$ cat src/rtl/bus_initiator_if.sv
// Command, client data streams, arbiter handshake and shared-bus signals of bus_initiator.
// The master modport is the initiator's view; slave is the client/bus side.
interface bus_initiator_if;
   logic        cmdValid;
   logic        cmdReady;
   logic        cmdReadNotWrite;
   logic [31:0] cmdAddress;
   logic [3:0]  cmdByteEnables;
   logic [7:0]  cmdBurstSize;

   logic [31:0] wrData;
   logic        wrValid;
   logic        wrReady;
   logic [31:0] rdData;
   logic        rdValid;
   logic        rdReady;
   logic        done;
   logic        error;

   logic        busRequest;
   logic        busGrant;

   logic        endTransactionIn;
   logic        dataValidIn;
   logic        busErrorIn;
   logic        busyIn;
   logic [31:0] addressDataIn;

   logic        beginTransactionOut;
   logic        endTransactionOut;
   logic        readNotWriteOut;
   logic        dataValidOut;
   logic        busyOut;
   logic [3:0]  byteEnablesOut;
   logic [7:0]  burstSizeOut;
   logic [31:0] addressDataOut;

   modport master (
      input  cmdValid, cmdReadNotWrite, cmdAddress, cmdByteEnables, cmdBurstSize,
      input  wrData, wrValid, rdReady, busGrant,
      input  endTransactionIn, dataValidIn, busErrorIn, busyIn, addressDataIn,
      output cmdReady, wrReady, rdData, rdValid, done, error, busRequest,
      output beginTransactionOut, endTransactionOut, readNotWriteOut, dataValidOut,
      output busyOut, byteEnablesOut, burstSizeOut, addressDataOut
   );

   modport slave (
      output cmdValid, cmdReadNotWrite, cmdAddress, cmdByteEnables, cmdBurstSize,
      output wrData, wrValid, rdReady, busGrant,
      output endTransactionIn, dataValidIn, busErrorIn, busyIn, addressDataIn,
      input  cmdReady, wrReady, rdData, rdValid, done, error, busRequest,
      input  beginTransactionOut, endTransactionOut, readNotWriteOut, dataValidOut,
      input  busyOut, byteEnablesOut, burstSizeOut, addressDataOut
   );
endinterface

$ cat src/rtl/bus_initiator.sv
// Single-channel shared-bus initiator: one command at a time, single or burst read/write.
// Define BUS_INITIATOR_TIMEOUT_EN to abort WRITE/READ after timeoutCycles cycles without progress.
module bus_initiator #(
   parameter int timeoutCycles = 1024
) (
   input logic             clock,
   input logic             reset,
   bus_initiator_if.master bus
);

   typedef enum logic [2:0] {stIdle, stRequest, stBegin, stWrite, stRead, stEnd} stateT;

   stateT       state, nextState;
   logic        cmdRead;
   logic [31:0] cmdAddr;
   logic [3:0]  cmdBe;
   logic [7:0]  cmdBurst;
   logic [8:0]  beatCount;
   logic        beatVld_p1;
   logic [31:0] beatData_p1;
   logic        endDrive;
   logic        errFlag;

   logic [8:0]  lastBeat;
   logic        inRange;
   logic        active;
   logic        beatConsumed;
   logic        writeTake;
   logic        timeoutHit;
   logic        abort;

   assign lastBeat     = {1'b0, cmdBurst};
   assign inRange      = (beatCount <= lastBeat);
   assign active       = (state == stBegin) || (state == stWrite) || (state == stRead);
   // Read beats past the commanded length are neither counted nor forwarded.
   assign beatConsumed = ((state == stWrite) && beatVld_p1 && !bus.busyIn) ||
                         ((state == stRead) && bus.dataValidIn && bus.rdReady && inRange);
   assign writeTake    = bus.wrValid && bus.wrReady;
   assign abort        = (active && bus.busErrorIn) || timeoutHit;

`ifdef BUS_INITIATOR_TIMEOUT_EN
   localparam int TmoW = $clog2(timeoutCycles) + 1;
   localparam logic [TmoW-1:0] TmoLast = TmoW'(timeoutCycles - 1);
   logic [TmoW-1:0] tmoCount;

   always_ff @(posedge clock or posedge reset) begin
      if (reset) begin
         tmoCount <= '0;
      end else if (state == stBegin) begin
         tmoCount <= '0;
      end else if ((state == stWrite) || (state == stRead)) begin
         tmoCount <= beatConsumed ? '0 : tmoCount + TmoW'(1);
      end
   end

   assign timeoutHit = ((state == stWrite) || (state == stRead)) && !beatConsumed &&
                       (tmoCount == TmoLast);
`else
   assign timeoutHit = 1'b0;
`endif

   always_comb begin
      nextState               = state;
      bus.cmdReady            = 1'b0;
      bus.wrReady             = 1'b0;
      bus.rdValid             = 1'b0;
      bus.rdData              = '0;
      bus.done                = 1'b0;
      bus.error               = 1'b0;
      bus.busRequest          = 1'b0;
      bus.beginTransactionOut = 1'b0;
      bus.endTransactionOut   = 1'b0;
      bus.readNotWriteOut     = 1'b0;
      bus.dataValidOut        = 1'b0;
      bus.busyOut             = 1'b0;
      bus.byteEnablesOut      = '0;
      bus.burstSizeOut        = '0;
      bus.addressDataOut      = '0;
      unique case (state)
         stIdle: begin
            bus.cmdReady = 1'b1;
            if (bus.cmdValid) nextState = stRequest;
         end
         stRequest: begin
            bus.busRequest = 1'b1;
            if (bus.busGrant) nextState = stBegin;
         end
         stBegin: begin
            bus.busRequest          = 1'b1;
            bus.beginTransactionOut = 1'b1;
            bus.addressDataOut      = cmdAddr;
            bus.readNotWriteOut     = cmdRead;
            bus.byteEnablesOut      = cmdBe;
            bus.burstSizeOut        = cmdBurst;
            // First write beat is taken here so it reaches the bus right after begin.
            bus.wrReady             = !cmdRead;
            nextState               = cmdRead ? stRead : stWrite;
         end
         stWrite: begin
            bus.busRequest   = 1'b1;
            bus.wrReady      = !beatVld_p1;
            bus.dataValidOut = beatVld_p1;
            if (beatVld_p1) bus.addressDataOut = beatData_p1;
            if (beatConsumed && (beatCount == lastBeat)) nextState = stEnd;
         end
         stRead: begin
            bus.busRequest = 1'b1;
            bus.busyOut    = !bus.rdReady;
            bus.rdData     = bus.addressDataIn;
            bus.rdValid    = bus.dataValidIn && inRange;
            if (bus.endTransactionIn) nextState = stEnd;
         end
         stEnd: begin
            bus.done              = 1'b1;
            bus.error             = errFlag;
            bus.endTransactionOut = endDrive;
            nextState             = stIdle;
         end
         default: nextState = stIdle;
      endcase
      if (abort) nextState = stEnd;
   end

   always_ff @(posedge clock or posedge reset) begin
      if (reset) begin
         state      <= stIdle;
         beatCount  <= '0;
         beatVld_p1 <= 1'b0;
         endDrive   <= 1'b0;
         errFlag    <= 1'b0;
      end else begin
         state <= nextState;
         if ((state == stIdle) && bus.cmdValid) beatCount <= '0;
         else if (beatConsumed)                 beatCount <= beatCount + 9'd1;
         if (writeTake && (nextState == stWrite))             beatVld_p1 <= 1'b1;
         else if (beatConsumed || (nextState != stWrite))     beatVld_p1 <= 1'b0;
         // The responder closes a normal read; we close writes and every abort.
         if ((nextState == stEnd) && (state != stEnd)) begin
            endDrive <= abort || (state == stWrite);
            errFlag  <= abort;
         end
      end
   end

   always_ff @(posedge clock) begin
      if ((state == stIdle) && bus.cmdValid) begin
         cmdRead  <= bus.cmdReadNotWrite;
         cmdAddr  <= bus.cmdAddress;
         cmdBe    <= bus.cmdByteEnables;
         cmdBurst <= bus.cmdBurstSize;
      end
      if (writeTake) beatData_p1 <= bus.wrData;
   end

endmodule
$ cat src/flat_wrapper.sv
// flat-port wrapper written by rule: the top's interface ports become plain ports
module bus_initiator_flat 
#(
   parameter int timeoutCycles = 1024
)
  (clock, reset, bus_cmdValid, bus_cmdReadNotWrite, bus_cmdAddress, bus_cmdByteEnables, bus_cmdBurstSize, bus_wrData, bus_wrValid, bus_rdReady, bus_busGrant, bus_endTransactionIn, bus_dataValidIn, bus_busErrorIn, bus_busyIn, bus_addressDataIn, bus_cmdReady, bus_wrReady, bus_rdData, bus_rdValid, bus_done, bus_error, bus_busRequest, bus_beginTransactionOut, bus_endTransactionOut, bus_readNotWriteOut, bus_dataValidOut, bus_busyOut, bus_byteEnablesOut, bus_burstSizeOut, bus_addressDataOut);
  bus_initiator_if bus_i ();
  input logic clock;
  input logic reset;
  input wire logic [$bits(bus_i.cmdValid)-1:0] bus_cmdValid;
  input wire logic [$bits(bus_i.cmdReadNotWrite)-1:0] bus_cmdReadNotWrite;
  input wire logic [$bits(bus_i.cmdAddress)-1:0] bus_cmdAddress;
  input wire logic [$bits(bus_i.cmdByteEnables)-1:0] bus_cmdByteEnables;
  input wire logic [$bits(bus_i.cmdBurstSize)-1:0] bus_cmdBurstSize;
  input wire logic [$bits(bus_i.wrData)-1:0] bus_wrData;
  input wire logic [$bits(bus_i.wrValid)-1:0] bus_wrValid;
  input wire logic [$bits(bus_i.rdReady)-1:0] bus_rdReady;
  input wire logic [$bits(bus_i.busGrant)-1:0] bus_busGrant;
  input wire logic [$bits(bus_i.endTransactionIn)-1:0] bus_endTransactionIn;
  input wire logic [$bits(bus_i.dataValidIn)-1:0] bus_dataValidIn;
  input wire logic [$bits(bus_i.busErrorIn)-1:0] bus_busErrorIn;
  input wire logic [$bits(bus_i.busyIn)-1:0] bus_busyIn;
  input wire logic [$bits(bus_i.addressDataIn)-1:0] bus_addressDataIn;
  output wire logic [$bits(bus_i.cmdReady)-1:0] bus_cmdReady;
  output wire logic [$bits(bus_i.wrReady)-1:0] bus_wrReady;
  output wire logic [$bits(bus_i.rdData)-1:0] bus_rdData;
  output wire logic [$bits(bus_i.rdValid)-1:0] bus_rdValid;
  output wire logic [$bits(bus_i.done)-1:0] bus_done;
  output wire logic [$bits(bus_i.error)-1:0] bus_error;
  output wire logic [$bits(bus_i.busRequest)-1:0] bus_busRequest;
  output wire logic [$bits(bus_i.beginTransactionOut)-1:0] bus_beginTransactionOut;
  output wire logic [$bits(bus_i.endTransactionOut)-1:0] bus_endTransactionOut;
  output wire logic [$bits(bus_i.readNotWriteOut)-1:0] bus_readNotWriteOut;
  output wire logic [$bits(bus_i.dataValidOut)-1:0] bus_dataValidOut;
  output wire logic [$bits(bus_i.busyOut)-1:0] bus_busyOut;
  output wire logic [$bits(bus_i.byteEnablesOut)-1:0] bus_byteEnablesOut;
  output wire logic [$bits(bus_i.burstSizeOut)-1:0] bus_burstSizeOut;
  output wire logic [$bits(bus_i.addressDataOut)-1:0] bus_addressDataOut;
  assign bus_i.cmdValid = bus_cmdValid;
  assign bus_i.cmdReadNotWrite = bus_cmdReadNotWrite;
  assign bus_i.cmdAddress = bus_cmdAddress;
  assign bus_i.cmdByteEnables = bus_cmdByteEnables;
  assign bus_i.cmdBurstSize = bus_cmdBurstSize;
  assign bus_i.wrData = bus_wrData;
  assign bus_i.wrValid = bus_wrValid;
  assign bus_i.rdReady = bus_rdReady;
  assign bus_i.busGrant = bus_busGrant;
  assign bus_i.endTransactionIn = bus_endTransactionIn;
  assign bus_i.dataValidIn = bus_dataValidIn;
  assign bus_i.busErrorIn = bus_busErrorIn;
  assign bus_i.busyIn = bus_busyIn;
  assign bus_i.addressDataIn = bus_addressDataIn;
  assign bus_cmdReady = bus_i.cmdReady;
  assign bus_wrReady = bus_i.wrReady;
  assign bus_rdData = bus_i.rdData;
  assign bus_rdValid = bus_i.rdValid;
  assign bus_done = bus_i.done;
  assign bus_error = bus_i.error;
  assign bus_busRequest = bus_i.busRequest;
  assign bus_beginTransactionOut = bus_i.beginTransactionOut;
  assign bus_endTransactionOut = bus_i.endTransactionOut;
  assign bus_readNotWriteOut = bus_i.readNotWriteOut;
  assign bus_dataValidOut = bus_i.dataValidOut;
  assign bus_busyOut = bus_i.busyOut;
  assign bus_byteEnablesOut = bus_i.byteEnablesOut;
  assign bus_burstSizeOut = bus_i.burstSizeOut;
  assign bus_addressDataOut = bus_i.addressDataOut;
  bus_initiator #(.timeoutCycles(timeoutCycles)) u_core (.clock(clock), .reset(reset), .bus(bus_i));
endmodule
$ cat config.mk
export PLATFORM = sky130hd
export DESIGN_NAME = bus_initiator_flat
export DESIGN_NICKNAME = d
export VERILOG_FILES = /design/src/rtl/bus_initiator_if.sv /design/src/rtl/bus_initiator.sv /design/src/flat_wrapper.sv
export SDC_FILE = /design/constraint.sdc
export NUM_CORES = 1
export LEC_CHECK = 0
export CORE_MARGIN = 1.5
export CORE_UTILIZATION = 30
export DETAILED_ROUTE_END_ITERATION = 6
export DONT_BUFFER_PORTS = 1
export PLACE_DENSITY = 0.51
export SKIP_LAST_GASP = 1
export SYNTH_ARGS = -nofsm -noshare
export SYNTH_HDL_FRONTEND = slang
export SYNTH_SLANG_ARGS = --single-unit
$ cat constraint.sdc
create_clock -name clock -period 4.2 [get_ports clock]
set_clock_uncertainty 0.05 [all_clocks]
set_input_delay 0.63 -clock clock [delete_from_list [all_inputs] [get_ports clock]]
set_output_delay 0.63 -clock clock [all_outputs]
set_load 0.05 [all_outputs]
==> flow_metrics.tcl, run 1 <==
set metrics [dict create \
    outcome "finished clean" \
    p_leak_uw 0.00179 \
    die_w_um 119 \
    grt_pass1_vias 2597 \
    dieArea_mm2 0.0141 \
    num_vias 2528 \
    cts_inserted_buffers 9 \
    core-area_mm2 0.0131 \
    synth-compound-area-share 0.127 \
    relSlewSlack 0.266 \
    boundaryPins 206 \
    hold_path_class "input port to async pin" \
    maxCapViolations 0 \
    path_delay_family "simple AND/OR/NAND/NOR gates" \
    cts_buffer_depth 2 \
    dp_slack_ns 1.22 \
    wl_per_cell_um 19.4 \
    grt_usage 0.137 \
    synth_cells 296 \
    worstSetupPathType "flip-flop to primary output" \
    layout_common_cells "77 x edfxtp_1, 34 x and3_1, 32 x a22o_1" \
    fp-row-count 42 \
    firstDrtPassIters 4 \
    final_common_cell "edfxtp_1" \
    finish.utilization 0.350 \
    worstMarginPinSlew_ns 1.09 \
    slowest_delay_ns 0.74 \
    cts_root_buf "clkbuf_16" \
    first_iter_violations 149 \
    p_seq_frac 0.408 \
    worst_slack_ns 0.849 \
    post-cts-setup-buffers 0 \
    ys.flop_type "edfxtp_1" \
    regArea_mm2 0.00269 \
    io_buffers 0 \
    initial_core_util 0.306 \
    synth_warnings 0 \
    slew_viol_final 0 \
    power.total_uw 3080 \
    cts_hold_buf 0 \
    drive_above_1_share 0.123 \
    via_per_inst 5.19 \
    rsz0062_at_grt "false" \
    end_kind "primary output" \
    drcViolationCount 0 \
    synth_area_per_cell_um2 13.6 \
    synth-seq-cells 92 \
    hpwl_mm 7.17 \
    overflow 0 \
    cp-start-kind "flip-flop" \
    worst_ep_arrival_time_ns 2.67 \
    synth_area_mm2 0.00401 \
    muxShareOfSynthArea 0.00530 \
    comb_power_share 0.343 \
    grt_pass1_wl_mm 14.2 \
    dp_cells 471 \
    ir_drop_uv 290 \
    swShare 0.408 \
    synth_edf_count 77 \
    synth.distinct_cells 37 \
    cts_resized 0 \
    gp_congestion 0.784 \
    switchingPower_uw 1260 \
    yosys.area_share.simple 0.134 \
    path_buf_inv 0 \
    clkTransAtPathRegs_ns 0.06 \
    synth_top_family_by_area "simple AND/OR/NAND/NOR gates" \
    critical_path.cell_chain "nand2_1 > nor2_4 > a22o_1" \
    worstSkewPairLatency_ns 0.34 \
    area_delta_synth_final_pct 14.7 \
    syn-num-nets 424 \
    hold_violations 0 \
    fillers 1287 \
    nNetsFinal 434 \
    fmax_mhz 298 \
    min_period_ns 3.35 \
    tns_ns 0 \
    seq_area_frac_synth 0.670 \
    period_share 0.798 \
    finalNonFillerCells 487 \
    grt_max_degree 43 \
    critPathRequiredTime_ns 3.52 \
    drt_wl_total_mm 9.46 \
    power.internal_uw 1830 \
    async_reset_ff_frac 0.163 \
    antenna_found_initial 1 \
    crit_slowest_cell "dfrtp_1" \
    multi_input_area_mm2 0.00122 \
    cts_sinks 92 \
    p_clk_frac 0.249 \
    path_max_fanout 33 \
    die_h_um 119 \
    synthAdderAreaFrac 0.0281 \
    p_per_area_mw_per_mm2 669 \
    finalSetupViolCount 0 \
    synth_xor_area_frac 0.00436 \
    htree_levels 3 \
    cts_tree "done" \
    ant_nets 0 \
]
## area by class of cell
class	count	share of cell area
Sequential cell	92	0.584
Multi-Input combinational cell	171	0.266
Clock buffer	10	0.0497
Tap cell	176	0.0478
Timing Repair Buffer	18	0.0293
Clock inverter	5	0.0117
Inverter	14	0.0114
Antenna cell	1	0.000543
## kinds of logic after synthesis
| family | after synthesis |
|---|---|
| buffers and inverters | 33 |
| XOR/XNOR | 2 |
| AO/OA/AOI/OAI | 64 |
| flip-flops | 92 |
| adder cells (fa/ha/maj) | 9 |
| multiplexers | 2 |
| AND/OR/NAND/NOR | 94 |
## worst paths after layout
check                                start                      to  slack [ns]  cells after the start
max                        u_core.state[0]  bus_addressDataOut[19]        0.85                      3
min reg2reg                u_core.endDrive         u_core.endDrive        0.44                      1
max in group asynchronous            reset       u_core.beatVld_p1        3.50                      1
min                                  reset     u_core.beatCount[6]        0.20                      1
min in group clock          bus_wrData[18]  u_core.beatData_p1[18]        0.33                      0
max reg2reg                u_core.state[0]       u_core.beatVld_p1        1.64                      6
## synthesized netlist by cell type (6+ instances only)
cell type,count,area [µm²]
edfxtp_1,77,2310
and3_1,34,213
a22o_1,32,280
clkbuf_1,16,60.1
dfrtp_1,15,375
inv_1,13,48.8
a21oi_1,10,50.1
and2_1,10,62.6
nor2_1,10,37.5
nor3_1,10,50.1
ha_1,9,113
nand2_1,9,33.8
o21ai_0,9,45.0
or3_1,6,37.5
## power by group through the flow
| stage | Combinational, µW | Clock, µW | Sequential (µW) |
|---|---|---|---|
| 2_1_floorplan | 918 | 0 | 1230 |
| 3_3_place_gp | 1060 | 0 | 1280 |
| 3_5_place_dp | 1070 | 0 | 1280 |
| 4_1_cts | 1070 | 795 | 1260 |
| 5_1_grt | 1130 | 819 | 1270 |
| 6_report | 1060 | 767 | 1260 |
## metrics by stage
step                      hold WS, ns  instance area [µm²]
after global placement          0.411                 4320
after detailed placement        0.439                 4320
final                           0.201                 4600
after floorplan                 0.399                 4010
after global routing            0.261                 4600
after CTS                       0.227                 4600
## per-layer routing
metal  GRT usage  up-vias  part of all wire
met2       0.251      176              0.53
met4      0.0745        0             0.030
li1            -     1157                 -
met5           0        -                 0
met1       0.136     1178              0.35
met3      0.0430       17             0.088
## worst reg2reg max path: stages, from the launching register on
cell and delay (ns):
dfrtp_1 0.74, nand2b_1 0.23, and3_1 0.52, and2_1 0.21, buf_4 0.41, a21oi_1 0.09
nor3b_1 0.21
## registers in the layout, indices dropped and copies added (netlist names)
name / flops
u_core.cmdRead: 1
u_core.errFlag: 1
u_core.beatCount: 9
u_core.beatData_p1: 32
u_core.state: 3
u_core.cmdBurst: 8
u_core.endDrive: 1
u_core.cmdBe: 4
u_core.beatVld_p1: 1
u_core.cmdAddr: 32
Note: power is estimated with default switching activity, not from simulation.
==> inputs of run 2 (changes only) <==
ABC_AREA = 1   (was default)
clock period = 3.3 ns   (was 4.2 ns; I/O delays follow)
==> run 2 against run 1 <==
  * Clock power rose by 22%
  * Synthesized area rose by 4.1%
  * Highest routed layer unchanged
  * Via count rose by 18%
  * Sequential cell count did not move
  * Register-to-register slack got worse by 0.57 ns
  * Critical path depth rose by 3
  * Wire length rose by 12%
  * Count of clock-buffer cells in the layout fell by 1
==> flow_metrics.tcl, run 2 <==
set metrics [dict create \
    p_seq_frac 0.370 \
    comb_power_share 0.412 \
    post-cts-setup-buffers 0 \
    design_area_mm2 0.00569 \
    swShare 0.406 \
    cp-start-kind "flip-flop" \
    worstSkewPairLatency_ns 0.33 \
    synth_edf_count 77 \
    worst_ep_arrival_time_ns 2.10 \
    relSlewSlack 0.517 \
    grt_usage 0.144 \
    seq_area_frac_synth 0.643 \
    synth.top_cells.by_count "77 x edfxtp_1, 76 x inv_1, 60 x nor2_1" \
    drive_above_1_share 0.254 \
    outcome "finished clean" \
    tns_ns 0 \
    worstSetupPathType "flip-flop to primary output" \
    drt_wl_total_mm 10.6 \
    switchingPower_uw 1740 \
    critical_path.cell_chain "inv_1 > nand3_4 > nor2_4 > buf_4 > a22o_1 > buf_12" \
    dieArea_mm2 0.0146 \
    muxShareOfSynthArea 0 \
    boundaryPins 206 \
    period_share 0.800 \
    slew_viol_final 0 \
    num_vias 2991 \
    fmax_mhz 379 \
    synth-compound-area-share 0.0860 \
    firstDrtPassIters 4 \
    synth_area_per_cell_um2 11.2 \
    synthAdderAreaFrac 0.0270 \
    multi_input_area_mm2 0.00114 \
    initial_core_util 0.312 \
    p_per_area_mw_per_mm2 754 \
    hpwl_mm 8.07 \
    met2_wirelength_mm 5.20 \
    die_h_um 121 \
    gp_congestion 0.827 \
    synth_top_family_by_area "simple AND/OR/NAND/NOR gates" \
    clkTransAtPathRegs_ns 0.06 \
    cts_sinks 92 \
    end_kind "primary output" \
    worst_slack_ns 0.659 \
    antenna_cells 0 \
    cts_root_buf "clkbuf_16" \
    fp-row-count 42 \
    first_iter_violations 180 \
    maxCapViolations 0 \
    grt_pass1_wl_mm 15.9 \
    routed.top_layer "met4" \
    layout_common_cells "77 x edfxtp_1, 76 x inv_1, 60 x nor2_1" \
    hold_path_class "input port to async pin" \
    core-area_mm2 0.0134 \
    cts_buffer_depth 2 \
    yosys.area_share.simple 0.154 \
    nNetsFinal 591 \
    dpl_cell_area_mm2 0.00542 \
    path_delay_family "buffers and inverters" \
    regArea_mm2 0.00269 \
    ys.flop_type "edfxtp_1" \
    ir_drop_uv 358 \
    finalSetupViolCount 0 \
    crit_slowest_cell "dfrtp_1" \
    area_delta_synth_final_pct 36.1 \
    synth_area_mm2 0.00418 \
    yosysMostFrequentCell "edfxtp_1" \
    ant_nets 0 \
    synth_cells 374 \
    path_max_fanout 19 \
    min_period_ns 2.64 \
    grt_pass1_vias 3088 \
    p_leak_uw 0.00248 \
    synth_area_leaders "edfxtp_1 55%, dfrtp_1 9.0%, inv_1 6.8%" \
    worstMarginPinSlew_ns 0.722 \
    p_clk_frac 0.219 \
    synth.distinct_cells 32 \
    yosys.area.top_type "edfxtp_1" \
    critPathRequiredTime_ns 2.75 \
    io_buffers 0 \
    synth_top_area_frac 0.553 \
    drcViolationCount 0 \
    fillers 1262 \
    rsz0062_at_grt "false" \
    async_reset_ff_frac 0.163 \
    cts_inserted_buffers 9 \
    die_w_um 121 \
    dp_slack_ns 0.990 \
    htree_levels 3 \
    final_common_cell "edfxtp_1" \
    cts_hold_buf 0 \
    antenna_found_initial 0 \
    via_per_inst 4.64 \
    synth-seq-cells 92 \
    largestRegisters "u_core.beatData_p1: 32 flops, u_core.cmdAddr: 32 flops, u_core.beatCount: 9 flops" \
    finish.utilization 0.424 \
    grt_max_degree 34 \
    synth_warnings 0 \
    syn-num-nets 502 \
    overflow 0 \
    wl_met3_mm 1.17 \
    cts_resized 0 \
    slowest_delay_ns 0.42 \
    cts_tree "done" \
    power.internal_uw 2550 \
    path_buf_inv 3 \
    power.total_uw 4290 \
    hold_violations 0 \
    synth_xor_area_frac 0.00419 \
    wl_per_cell_um 16.4 \
    wl_met1_mm 4.04 \
]
run 2: cell count changes after synthesis, sizes merged, moves of 6 or more:
cell    before  now
clkbuf      16    8
nor2        10   63
or3          6    0
inv         13   78
and3        34    0
nand2        9   43
and2        10    0
nand3        2   12
run 2: cell type report:
class | instances | share of cell area
Tap cell | 176 | 0.0387
Clock buffer | 9 | 0.0396
Multi-Input combinational cell | 192 | 0.201
Timing Repair Buffer | 90 | 0.189
Clock inverter | 7 | 0.00748
Inverter | 78 | 0.0515
Sequential cell | 92 | 0.473
run 2: metal layers:
metal / vias to the layer above / track usage
li1: 1416 / -
met5: - / 0
met1: 1387 / 0.163
met4: 0 / 0.0500
met3: 12 / 0.0602
met2: 176 / 0.246
run 2: metrics by stage:
step	std cells	hold slack, ns
after floorplan	374	0.346
after global placement	628	0.411
after detailed placement	628	0.413
after CTS	644	0.0964
after global routing	644	0.122
final	644	0.0745
run 2: final timing paths:
kind | to | startpoint | slack [ns] | cells after the start
min | u_core.endDrive | reset | 0.07 | 1
max in group asynchronous | u_core.beatCount[7] | reset | 2.72 | 1
max reg2reg | u_core.beatData_p1[29] | u_core.state[0] | 1.07 | 9
max | bus_addressDataOut[5] | u_core.state[2] | 0.66 | 6
min reg2reg | u_core.endDrive | u_core.endDrive | 0.43 | 2
min in group clock | u_core.cmdAddr[19] | bus_cmdAddress[19] | 0.20 | 0
run 2: cells by family (layout without fill, tap and decap cells):
| kind of cell | after synthesis | after routing |
|---|---|---|
| AOI/OAI and AO/OA | 47 | 47 |
| xor gates and xnor gates | 2 | 2 |
| adders and majority gates | 9 | 9 |
| buffers and inverters | 90 | 184 |
| DFF | 92 | 92 |
| and+or+nand+nor | 134 | 134 |
run 2: power groups by stage:
stage          logic [µW]  clock network, µW  registers (µW)
2_1_floorplan        1170                  0            1580
3_3_place_gp         1760                  0            1610
3_5_place_dp         1780                  0            1610
4_1_cts              1790                960            1580
5_1_grt              1880               1000            1600
6_report             1760                938            1590
